$ cat src/rtl/multdiv_controller_pkg.sv
// Shared definitions for the mult/div sequencer: state encodings, default cycle
// counts and request decoding used by the controller and its counter.
package multdiv_controller_pkg;

   typedef enum logic [1:0] {
      ST_IDLE = 2'd0,
      ST_MULT = 2'd1,
      ST_DIV  = 2'd2,
      ST_DONE = 2'd3
   } state_t;

   localparam int DEF_MULT_CYCLES = 32;
   localparam int DEF_DIV_CYCLES  = 33;
   localparam int DEF_CNT_W       = 6;

   typedef struct packed {
      logic start_mult;
      logic start_div;
      logic div_by_zero;
      logic illegal;
   } request_t;

   // Classifies the request lines; only meaningful while the controller is accepting.
   function automatic request_t decode_request(input logic mult_req,
                                               input logic div_req,
                                               input logic [15:0] divisor);
      request_t r;
      r.illegal     = mult_req & div_req;
      r.start_mult  = mult_req & ~div_req;
      r.div_by_zero = div_req & ~mult_req & (divisor == 16'd0);
      r.start_div   = div_req & ~mult_req & (divisor != 16'd0);
      return r;
   endfunction

endpackage

$ cat src/rtl/multdiv_cycle_counter.sv
// Loadable down counter that times how long operands are held stable to a datapath.
module multdiv_cycle_counter #(
   parameter int CNT_W = 6
) (
   input  logic             clock,
   input  logic             reset_n,
   input  logic             load,
   input  logic [CNT_W-1:0] value,
   input  logic             enable,
   output logic             zero
);

   logic [CNT_W-1:0] count;

   always_ff @(posedge clock or negedge reset_n) begin
      if (!reset_n) begin
         count <= '0;
      end else if (load) begin
         count <= value;
      end else if (enable && (count != '0)) begin
         count <= count - 1'b1;
      end
   end

   assign zero = (count == '0);

endmodule

$ cat src/rtl/multdiv_controller.sv
// Sequencer sharing one multi-cycle multiplier and one divider behind a single
// request interface; latches operands, times the operation and captures the result.
module multdiv_controller
   import multdiv_controller_pkg::*;
#(
   parameter int MULT_CYCLES = DEF_MULT_CYCLES,
   parameter int DIV_CYCLES  = DEF_DIV_CYCLES,
   parameter int CNT_W       = DEF_CNT_W
) (
   input  logic        clock,
   input  logic        reset_n,
   input  logic        ctrl_MULT,
   input  logic        ctrl_DIV,
   input  logic [31:0] data_operandA,
   input  logic [31:0] data_operandB,
   output logic [31:0] mult_operandA,
   output logic [31:0] mult_operandB,
   output logic [31:0] div_operandA,
   output logic [15:0] div_operandB,
   input  logic [31:0] mult_result,
   input  logic        mult_exception,
   input  logic [31:0] div_result,
   input  logic        div_exception,
   output logic [31:0] data_result,
   output logic        data_exception,
   output logic        data_inputRDY,
   output logic        data_resultRDY
);

   localparam logic [CNT_W-1:0] MULT_LOAD = CNT_W'(MULT_CYCLES - 1);
   localparam logic [CNT_W-1:0] DIV_LOAD  = CNT_W'(DIV_CYCLES - 1);

   state_t           state;
   state_t           state_next;
   request_t         req;
   logic             accepting;
   logic             cnt_load;
   logic [CNT_W-1:0] cnt_value;
   logic             cnt_enable;
   logic             cnt_zero;
   logic             load_mult_ops;
   logic             load_div_ops;
   logic             capture_mult;
   logic             capture_div;
   logic             capture_error;

   assign req = decode_request(ctrl_MULT, ctrl_DIV, data_operandB[15:0]);

   multdiv_cycle_counter #(
      .CNT_W (CNT_W)
   ) u_counter (
      .clock   (clock),
      .reset_n (reset_n),
      .load    (cnt_load),
      .value   (cnt_value),
      .enable  (cnt_enable),
      .zero    (cnt_zero)
   );

   always_ff @(posedge clock or negedge reset_n) begin
      if (!reset_n) begin
         state <= ST_IDLE;
      end else begin
         state <= state_next;
      end
   end

   always_comb begin
      state_next = state;
      case (state)
         ST_IDLE, ST_DONE: begin
            if (req.illegal || req.div_by_zero) begin
               state_next = ST_DONE;
            end else if (req.start_mult) begin
               state_next = ST_MULT;
            end else if (req.start_div) begin
               state_next = ST_DIV;
            end else begin
               state_next = ST_IDLE;
            end
         end
         ST_MULT, ST_DIV: begin
            if (cnt_zero) begin
               state_next = ST_DONE;
            end
         end
         default: state_next = ST_IDLE;
      endcase
   end

   always_comb begin
      accepting      = (state == ST_IDLE) || (state == ST_DONE);
      data_inputRDY  = accepting;
      data_resultRDY = (state == ST_DONE);
      cnt_enable     = (state == ST_MULT) || (state == ST_DIV);
      load_mult_ops  = accepting && req.start_mult;
      // A zero divisor is still an accepted divide, so its operands are latched too.
      load_div_ops   = accepting && (req.start_div || req.div_by_zero);
      cnt_load       = accepting && (req.start_mult || req.start_div);
      cnt_value      = req.start_mult ? MULT_LOAD : DIV_LOAD;
      capture_mult   = (state == ST_MULT) && cnt_zero;
      capture_div    = (state == ST_DIV) && cnt_zero;
      capture_error  = accepting && (req.illegal || req.div_by_zero);
   end

   always_ff @(posedge clock or negedge reset_n) begin
      if (!reset_n) begin
         mult_operandA <= '0;
         mult_operandB <= '0;
      end else if (load_mult_ops) begin
         mult_operandA <= data_operandA;
         mult_operandB <= data_operandB;
      end
   end

   always_ff @(posedge clock or negedge reset_n) begin
      if (!reset_n) begin
         div_operandA <= '0;
         div_operandB <= '0;
      end else if (load_div_ops) begin
         div_operandA <= data_operandA;
         div_operandB <= data_operandB[15:0];
      end
   end

   // Result stays put across back-to-back requests until the new op finishes.
   always_ff @(posedge clock or negedge reset_n) begin
      if (!reset_n) begin
         data_result    <= '0;
         data_exception <= 1'b0;
      end else if (capture_mult) begin
         data_result    <= mult_result;
         data_exception <= mult_exception;
      end else if (capture_div) begin
         data_result    <= div_result;
         data_exception <= div_exception;
      end else if (capture_error) begin
         data_result    <= '0;
         data_exception <= 1'b1;
      end
   end

endmodule

$ cat config.mk
export PLATFORM = sky130hd
export DESIGN_NAME = multdiv_controller
export DESIGN_NICKNAME = d
export VERILOG_FILES = /design/src/rtl/multdiv_controller_pkg.sv /design/src/rtl/multdiv_cycle_counter.sv /design/src/rtl/multdiv_controller.sv
export SDC_FILE = /design/constraint.sdc
export NUM_CORES = 1
export LEC_CHECK = 0
export CAP_MARGIN = 20
export CORE_MARGIN = 2
export CORE_UTILIZATION = 40
export CTS_CLUSTER_SIZE = 14
export DETAILED_ROUTE_END_ITERATION = 12
export PLACE_DENSITY = 0.78
export SLEW_MARGIN = 5
export SYNTH_ARGS = -nofsm -noshare
export SYNTH_HDL_FRONTEND = slang
export SYNTH_SLANG_ARGS = --single-unit
$ cat constraint.sdc
create_clock -name clock -period 2.7 [get_ports clock]
set_input_delay 0.675 -clock clock [delete_from_list [all_inputs] [get_ports clock]]
set_output_delay 0.675 -clock clock [all_outputs]
set_load 0.02 [all_outputs]
## After elaboration in Yosys (flattened, before gate mapping)

Cells that the tools add are included.

| word-level totals | value |
|---|---|
| register bits | 153 |
| output and inout port bits | 147 |

| operators by class | value |
|---|---|
| add/subtract/negate cells | 1 |
| equal/unequal tests | 4 |
| mux-type cells | 14 |
| bitwise gates (word level) | 7 |
| reduce and logical (&&, ||, !) cells | 21 |

Operators with widths:

| operator | count |
|---|---|
| $mux 32 | 3 |
| $mux 6 | 3 |
| $logic_not 16->1 | 1 |
| $reduce_bool 16->1 | 1 |
| $mux 2 | 4 |
| $logic_and 1x1->1 | 7 |
| $logic_not 6->1 | 1 |
| $reduce_bool 6->1 | 1 |
| $sub 6x1->6 const B | 1 |
| $and 1x1->1 | 5 |
| $logic_or 1x1->1 | 5 |
| $eq 2x2->1 const B | 2 |
| $pmux 2 s2 | 1 |
| $reduce_or 2->1 | 2 |
| $mux 1 | 3 |
| $reduce_bool 3->1 | 1 |
| $eq 2x1->1 const B | 1 |
| $logic_not 2->1 | 1 |
| $ne 2x2->1 const B | 1 |
| $not 1->1 | 2 |
| $reduce_bool 2->1 | 1 |

## Depth between registers and ports, before layout

Gate-level depths: netlist of the first run.

| logic depth | value |
|---|---|
| word-level depth | 8 |
| depth in mapped cells | 9 |

## Hierarchy

Synthesis of the first run repeated with hierarchy kept, for this count alone.

| unflattened totals | value |
|---|---|
| cell total of the unflattened synthesis | 513 |
| area total of the unflattened synthesis | 6,801.5 sq um |

By module, submodules not included:

| module | times used | cells each | area each (sq um) | sequential area each (sq um) |
|---|---|---|---|---|
| multdiv_controller | 1 | 463 | 6,377.4 | 3,678.5 |
| multdiv_cycle_counter | 1 | 50 | 424.2 | 150.1 |

## Worst setup path after synthesis of the first run

No wires, ideal clock.

| timing path | value |
|---|---|
| kind | reg2reg |
| start | register state[0] |
| end | register mult_operandB[15] |
| arrival time | 1,976 ps |
| required time | 2,575 ps |
| slack | 600 ps |
| stages on the path, launching flop included | 9 |
| path buffers | 3 |
| period minus slack after synthesis | 2,100 ps |
| cells stage by stage | dfrtp_1 inv_1 ha_1 buf_2 and2b_1 nand2_1 buf_4 buf_2 mux2_2 |

| on the way | value |
|---|---|
| word-level cells in the longest chain between the ends | 3 |
| elaborated cells on any way between the ends | 4 |
| classes of those cells | eq/ne (1); reduce/logical (3) |

RTL lines:

| element | line | source |
|---|---|---|
| from (decl) | multdiv_controller.sv:33 | `state_t state;` |
| from (signal assigned) | multdiv_controller.sv:64 | `state <= state_next;` |
| $eq 2x2->1 / $logic_not 2->1 (equally long branches) | multdiv_controller.sv:92 | `accepting = (state == ST_IDLE) \|\| (state == ST_DONE);` |
| $logic_or 1x1->1 * | multdiv_controller.sv:92 |  |
| via data_inputRDY | multdiv_controller.sv:26 | `output logic data_inputRDY,` |
| $logic_and 1x1->1 * | multdiv_controller.sv:96 | `load_mult_ops = accepting && req.start_mult;` |
| to (signal assigned) | multdiv_controller.sv:112 | `mult_operandB <= data_operandB;` |
| to (decl) | multdiv_controller.sv:17 | `output logic [31:0] mult_operandB,` |

The timed path passes the listed nets; every way through them passes the cells marked *.
A chain may end at the register's enable or synchronous reset.

## Final worst setup path of the first run

| timing path | value |
|---|---|
| start | register state[0] |
| end | output port data_inputRDY |

| on the way | value |
|---|---|
| word-level cells in the longest chain between the ends | 2 |
| elaborated cells on any way between the ends | 3 |
| classes of those cells | eq/ne (1); reduce/logical (2) |

RTL lines:

| element | line |
|---|---|
| $eq 2x2->1 / $logic_not 2->1 (equally long branches) | multdiv_controller.sv:92 |
| $logic_or 1x1->1 * | multdiv_controller.sv:92 |
| to (decl) | multdiv_controller.sv:26 |

Every way passes the cells marked *; elsewhere a longest branch is shown, timed or not.

==> results of run 1 <==
==> worst reg2reg max path: stages (launching register included) <==
cell and delay, ns:
dfrtp_1 0.40, inv_1 0.06, ha_1 0.30, buf_4 0.17, and2b_1 0.19, nand2_2 0.10, buf_12 0.33, mux2_2 0.45
==> metrics by stage <==
step	util	cell area (um^2)	hold WS, ns
floorplan	-	6216	0.3794
global placement	0.6105	9280	0.4869
detailed placement	0.6105	9280	0.4913
CTS	0.6495	9874	0.2447
global route	0.6495	9874	0.2722
finish	0.6495	9874	0.2326
==> cell type report <==
class / count / area share
Inverter: 40 / 0.01521
Sequential cell: 153 / 0.3877
Timing Repair Buffer: 295 / 0.3004
Clock buffer: 19 / 0.04486
Tap cell: 188 / 0.02382
Clock inverter: 13 / 0.01533
Multi-Input combinational cell: 227 / 0.2126
==> how the worst min path moves through the flow <==
stage,startpoint,endpoint,slack [ns],cells past startpoint
3_3_place_gp,mult_operandB[23],mult_operandB[23],0.49,1
2_1_floorplan,reset_n,data_exception,0.38,0
4_1_cts,reset_n,mult_operandA[3],0.24,1
5_1_grt,reset_n,mult_operandA[3],0.27,1
3_5_place_dp,mult_operandA[21],mult_operandA[21],0.49,1
6_report,reset_n,div_operandA[3],0.23,1
==> cell usage in the layout (no fill, tap or decap), drive strengths merged, types with 3 or more instances in the layout <==
| master | count |
|---|---|
| a21oi | 4 |
| a22oi | 32 |
| buf | 16 |
| bufinv | 3 |
| clkbuf | 19 |
| clkdlybuf4s50 | 279 |
| clkinv | 6 |
| clkinvlp | 3 |
| dfrtp | 153 |
| ha | 5 |
| inv | 41 |
| mux2 | 112 |
| nor3 | 3 |
| nor4 | 6 |
| o21ai | 3 |
| o22ai | 33 |
==> layer usage <==
layer / up-vias / part of all wire
li1: 2190 / -
met1: 2344 / 0.40
met2: 186 / 0.50
met3: 27 / 0.078
met4: 0 / 0.023
met5: - / 0
==> power groups by stage <==
| stage | Combinational (uW) | Sequential [uW] | Clock [uW] |
|---|---|---|---|
| floorplan | 2070 | 5330 | 0 |
| global placement | 6280 | 4000 | 0 |
| detailed placement | 6410 | 4080 | 0 |
| CTS | 6440 | 4050 | 2430 |
| global route | 6760 | 4180 | 2540 |
| finish | 6370 | 4040 | 2380 |
==> flip-flops by register name, summed over array words and instances, names as in the netlist <==
name             flops
div_operandA        32
data_exception       1
mult_operandB       32
data_result         32
mult_operandA       32
u_counter.count      6
state                2
div_operandB        16
==> synth_stat cells <==
cell type / count / share of area
a32o_1: 1 / 0.0016
nand3b_1: 1 / 0.0012
a22oi_1: 32 / 0.039
o31ai_1: 1 / 0.0012
mux2_2: 112 / 0.20
o31a_1: 2 / 0.0028
nor2_1: 1 / 0.00060
and2_0: 1 / 0.0010
and2_1: 1 / 0.0010
nand4_1: 1 / 0.0010
ha_1: 5 / 0.010
or3_1: 2 / 0.0020
o311ai_0: 2 / 0.0028
buf_4: 1 / 0.0012
a31oi_1: 2 / 0.0020
a211oi_1: 1 / 0.0012
clkbuf_1: 11 / 0.0066
inv_1: 40 / 0.024
nand2_1: 2 / 0.0012
nand2b_1: 2 / 0.0020
buf_6: 3 / 0.0054
dfrtp_1: 153 / 0.62
o21ai_0: 3 / 0.0024
buf_2: 12 / 0.0097
nand3_1: 2 / 0.0016
nor2b_1: 1 / 0.0010
a21oi_1: 3 / 0.0024
o22ai_1: 32 / 0.032
xnor2_1: 1 / 0.0014
o21a_1: 1 / 0.0012
o22ai_2: 1 / 0.0020
nor4_1: 5 / 0.0050
a21oi_4: 1 / 0.0026
a41oi_1: 1 / 0.0014
nor3_1: 3 / 0.0024
a41o_2: 1 / 0.0018
nor4_4: 1 / 0.0034
a2bb2oi_1: 1 / 0.0014
and2b_1: 1 / 0.0012
==> kinds of logic after synthesis <==
| group | Yosys count | share of synthesized area |
|---|---|---|
| AND/OR/NAND/NOR | 24 | 0.02476 |
| AO/OA/AOI/OAI | 85 | 0.09783 |
| XOR/XNOR | 1 | 0.001409 |
| flip-flops | 153 | 0.6159 |
| multiplexers | 112 | 0.2029 |
| buffers and inverters | 67 | 0.04710 |
| adder cells (fa/ha/maj) | 5 | 0.01006 |
==> impl_metrics.yaml, run 1 <==
run_status:
  outcome: "completed"
setup_path:
  cp_num_buf_inv: 2
  reg2reg_depth: 7
  crit_path_top_delay_cell: "clkdlybuf4s50_1"
  r2r_start: "state[0]"
  worstPathRequired_ns: 2.03
  cp-start-kind: "flip-flop"
  cp.depth: 3
  path_class: "flip-flop to output port"
  path_delay_family: "buffers and inverters"
  r2r_end: "mult_operandB[25]"
  critPathMaxFanout: 4
  cp-endpoint: "data_inputRDY"
  end_kind: "output port"
  max_stage_delay_ns: 0.68
  ff2ff_setup_slack_ns: 0.58
  cp_cell_sequence: "inv_1, ha_1, clkdlybuf4s50_1"
  crit_start: "state[0]"
  crit_arrival_ns: 1.85
drt:
  antenna_left: 0
  drc: 0
  initialDrtViolationCount: 215
  drt_wl_total_um: 16690
  vias_per_cell: 5.077
  dr.pass1.iters: 4
  vias: 4747
  avgRoutedWirePerCell_um: 17.85
logic_synthesis:
  synth_nets: 586
  synth_seq_cells: 153
  ys_seq_area_frac: 0.6159
  ys_warn_count: 0
  synthesis.area_um2: 6216
  syn_area_per_cell_um2: 13.91
  synth.lib_cells_used.distinct: 39
  syn-instance-count: 447
timing:
  finalWorstSetupSlack_ns: 0.1770
  fin_crit_sh: 0.9344
  slew_violations: 0
  finalSetupViolCount: 0
  rsz0062_at_grt: "false"
  skew_ns: 0.004040
  tightestPinTransition_ns: 0.6109
  fmax_ghz: 0.3964
  hold_viol: 0
  finalCriticalPeriod_ns: 2.523
  max_slew_margin: 0.5890
  setup_tns_ns: 0
die:
  die_w_um: 128.7
  die_h_um: 128.7
  initial_core_util: 0.4089
  die_area_um2: 16550
  rows: 45
  pin_count: 281
  coreArea_um2: 15200
layout:
  syn_to_final_growth_pct: 58.86
  antenna_cells: 0
  fin_nets: 873
  drive_gt1_frac: 0.2209
  seq_area_um2: 3829
  fillers: 1100
  fin_cells: 935
  multiInputGateArea_um2: 2100
pwr:
  leakage_uw: 0.004093
  finalPower_uw: 12790
  powerDensity_nw_per_um2: 1295
  p_clk_frac: 0.186
  seq_power_share: 0.316
  internal_power_uw: 8185
  switching_share: 0.3599
  power.net_switching_uw: 4601
  ir_drop_v: 0.0007067
  power_frac_comb: 0.498
placement:
  place_congestion: 0.7816
  place_hpwl_um: 12090
  pre_cts_ws_ns: -0.002348
  io_buffers: 280
  place_inst: 903
clock_network:
  clockBufferDepth: 2
  path_clk_slew_ns: 0.06
  hold_buffers: 0
  cts_num_sinks: 153
  cts_root_buf: "clkbuf_16"
  cts_setup_buffers: 0
  numCtsBuffers: 17
  cts_tree: "done"
  ctsResizeCount: 0
  ctsHtreeMaxLevel: 4
  clkLatencyLatePin_ns: 0.41
global_route:
  met2_usage: 0.3529
  antenna_found_initial: 0
  grt_pass1_vias: 5050
  top_usage_layer: "met2"
  gr-usage-met3: 0.06694
  grt_pass1_wl_um: 25760
  grt_max_degree: 70
  overflow: 0
  met1_usage: 0.2239
  grt_use_total: 0.1998
job:
  cap_violations: 0
hold_path:
  hold_class: "input port to asynchronous set/reset pin"
Power figures use the tool's default switching activity.
==> run 2: changes to the inputs <==
- PLACE_DENSITY: 0.78 -> not set
- PLACE_DENSITY_LB_ADDON: not set -> 0.2
- clock period: 2.7 -> 3.1 ns (I/O delays scaled with it)
==> run 2 against run 1 <==
  * Power shrank 13%
  * Final area grew 0.24%
  * Via count fell by 0.21%
  * Sequential cell count stayed put
  * Routed wire length rose by 0.93%
  * Clock power decreased by 13%
  * Worst hold slack gained 0.12 ns
  * Critical endpoint unchanged
  * Sequential share of layout area shrank 0.093 points
  * Critical path depth is the same
  * Critical path type unchanged
  * Highest routed layer unchanged
  * Clock-buffer cell count shrank 1
  * Largest power group unchanged
==> impl_metrics.yaml, run 2 (synthesis gave the netlist of run 1 again) <==
clock_network:
  numCtsBuffers: 17
  cts_num_sinks: 153
  hold_buffers: 0
  clkLatencyLatePin_ns: 0.41
  ctsHtreeMaxLevel: 4
  ctsResizeCount: 0
  cts_setup_buffers: 0
  path_clk_slew_ns: 0.06
  clockBufferDepth: 2
  cts_tree: "done"
  cts_root_buf: "clkbuf_16"
die:
  die_w_um: 128.7
  rows: 45
  die_h_um: 128.7
  pin_count: 281
  initial_core_util: 0.4089
  die_area_um2: 16550
  coreArea_um2: 15200
setup_path:
  cp_cell_sequence: "inv_1, ha_1, clkdlybuf4s50_1"
  crit_arrival_ns: 2.04
  worstPathRequired_ns: 2.32
  path_class: "flip-flop to output port"
  end_kind: "output port"
  cp-start-kind: "flip-flop"
  max_stage_delay_ns: 0.71
  critPathMaxFanout: 10
  crit_path_top_delay_cell: "clkdlybuf4s50_1"
layout:
  mostFrequentLayoutCell: "clkdlybuf4s50_1"
  fin_nets: 870
  final_area_um2: 9898
  final_cell_mix: "clkdlybuf4s50_1 (279), dfrtp_1 (153), mux2_2 (112), inv_1 (40)"
  drive_gt1_frac: 0.2177
  antenna_cells: 0
  fin_cells: 932
  syn_to_final_growth_pct: 59.24
drt:
  vias: 4737
  initialDrtViolationCount: 180
  drt_wl_total_um: 16840
  dr.pass1.iters: 4
  antenna_left: 0
  vias_per_cell: 5.083
  drc: 0
  avgRoutedWirePerCell_um: 18.07
global_route:
  grt_use_total: 0.2037
  grt_pass1_wl_um: 26010
  antenna_found_initial: 0
  grt_max_degree: 72
  grt_pass1_vias: 4959
  overflow: 0
placement:
  io_buffers: 280
  placed_cell_area_um2: 9268
  pre_cts_ws_ns: 0.2582
  place_inst: 899
  place_congestion: 0.7511
  place_hpwl_um: 12410
hold_path:
  hold_class: "input port to asynchronous set/reset pin"
timing:
  fin_crit_sh: 0.9083
  finalCriticalPeriod_ns: 2.816
  setup_tns_ns: 0
  fmax_ghz: 0.3552
  finalWorstSetupSlack_ns: 0.2844
  hold_ws_ns: 0.3555
  hold_viol: 0
  skew_ns: 0.006338
  max_slew_margin: 0.5648
  rsz0062_at_grt: "false"
  finalSetupViolCount: 0
  tightestPinTransition_ns: 0.6527
  slew_violations: 0
pwr:
  powerDensity_nw_per_um2: 1129
  leakage_uw: 0.004095
  ir_drop_v: 0.0006004
run_status:
  outcome: "completed"
job:
  cap_violations: 0
==> run 2: final timing paths <==
check                      slack (ns)             start  cells after the start           endpoint
max                              0.28          state[0]                      3      data_inputRDY
max reg2reg                      0.88          state[0]                      6  mult_operandB[29]
min reg2reg                      0.51  mult_operandA[9]                      1   mult_operandA[9]
min in group clock               0.51  mult_operandA[9]                      1   mult_operandA[9]
min                              0.36           reset_n                      1  mult_operandB[30]
max in group asynchronous        1.97           reset_n                      2   div_operandA[24]
==> run 2: final cells by class <==
type / count / area, um^2
Tap cell: 188 / 235.2
Timing Repair Buffer: 292 / 2977
Multi-Input combinational cell: 227 / 2105
Sequential cell: 153 / 3829
Fill cell: 1124 / 5304
Clock inverter: 14 / 173.9
Inverter: 40 / 150.1
Clock buffer: 18 / 429.2
==> run 2: worst max-delay path: cells and delay by family, from the launching register on <==
kind,cells,cell delay [ns]
DFF,1,0.39
buffers and inverters,2,0.77
adders and majority gates,1,0.46
==> run 2: stage by stage <==
stage          total power [uW]  utilization
2_1_floorplan              6439            -
3_3_place_gp               8991       0.6096
3_5_place_dp               9161       0.6096
4_1_cts                   11290       0.6493
5_1_grt                   11770       0.6511
6_report                  11170       0.6511
==> run 2: where the power goes <==
part	leakage (uW)	switching [uW]	total [uW]	internal, uW
Sequential	0.00187	535	3520	2980
Clock	0.000283	813	2080	1270
Combinational	0.00194	2710	5570	2860
Total	0.00410	4060	11200	7120
==> run 2: routing by layer <==
layer | GRT usage | part of all wire
met1 | 0.2310 | 0.38
met2 | 0.3567 | 0.51
met3 | 0.07069 | 0.087
met4 | 0.07417 | 0.020
met5 | 0 | 0
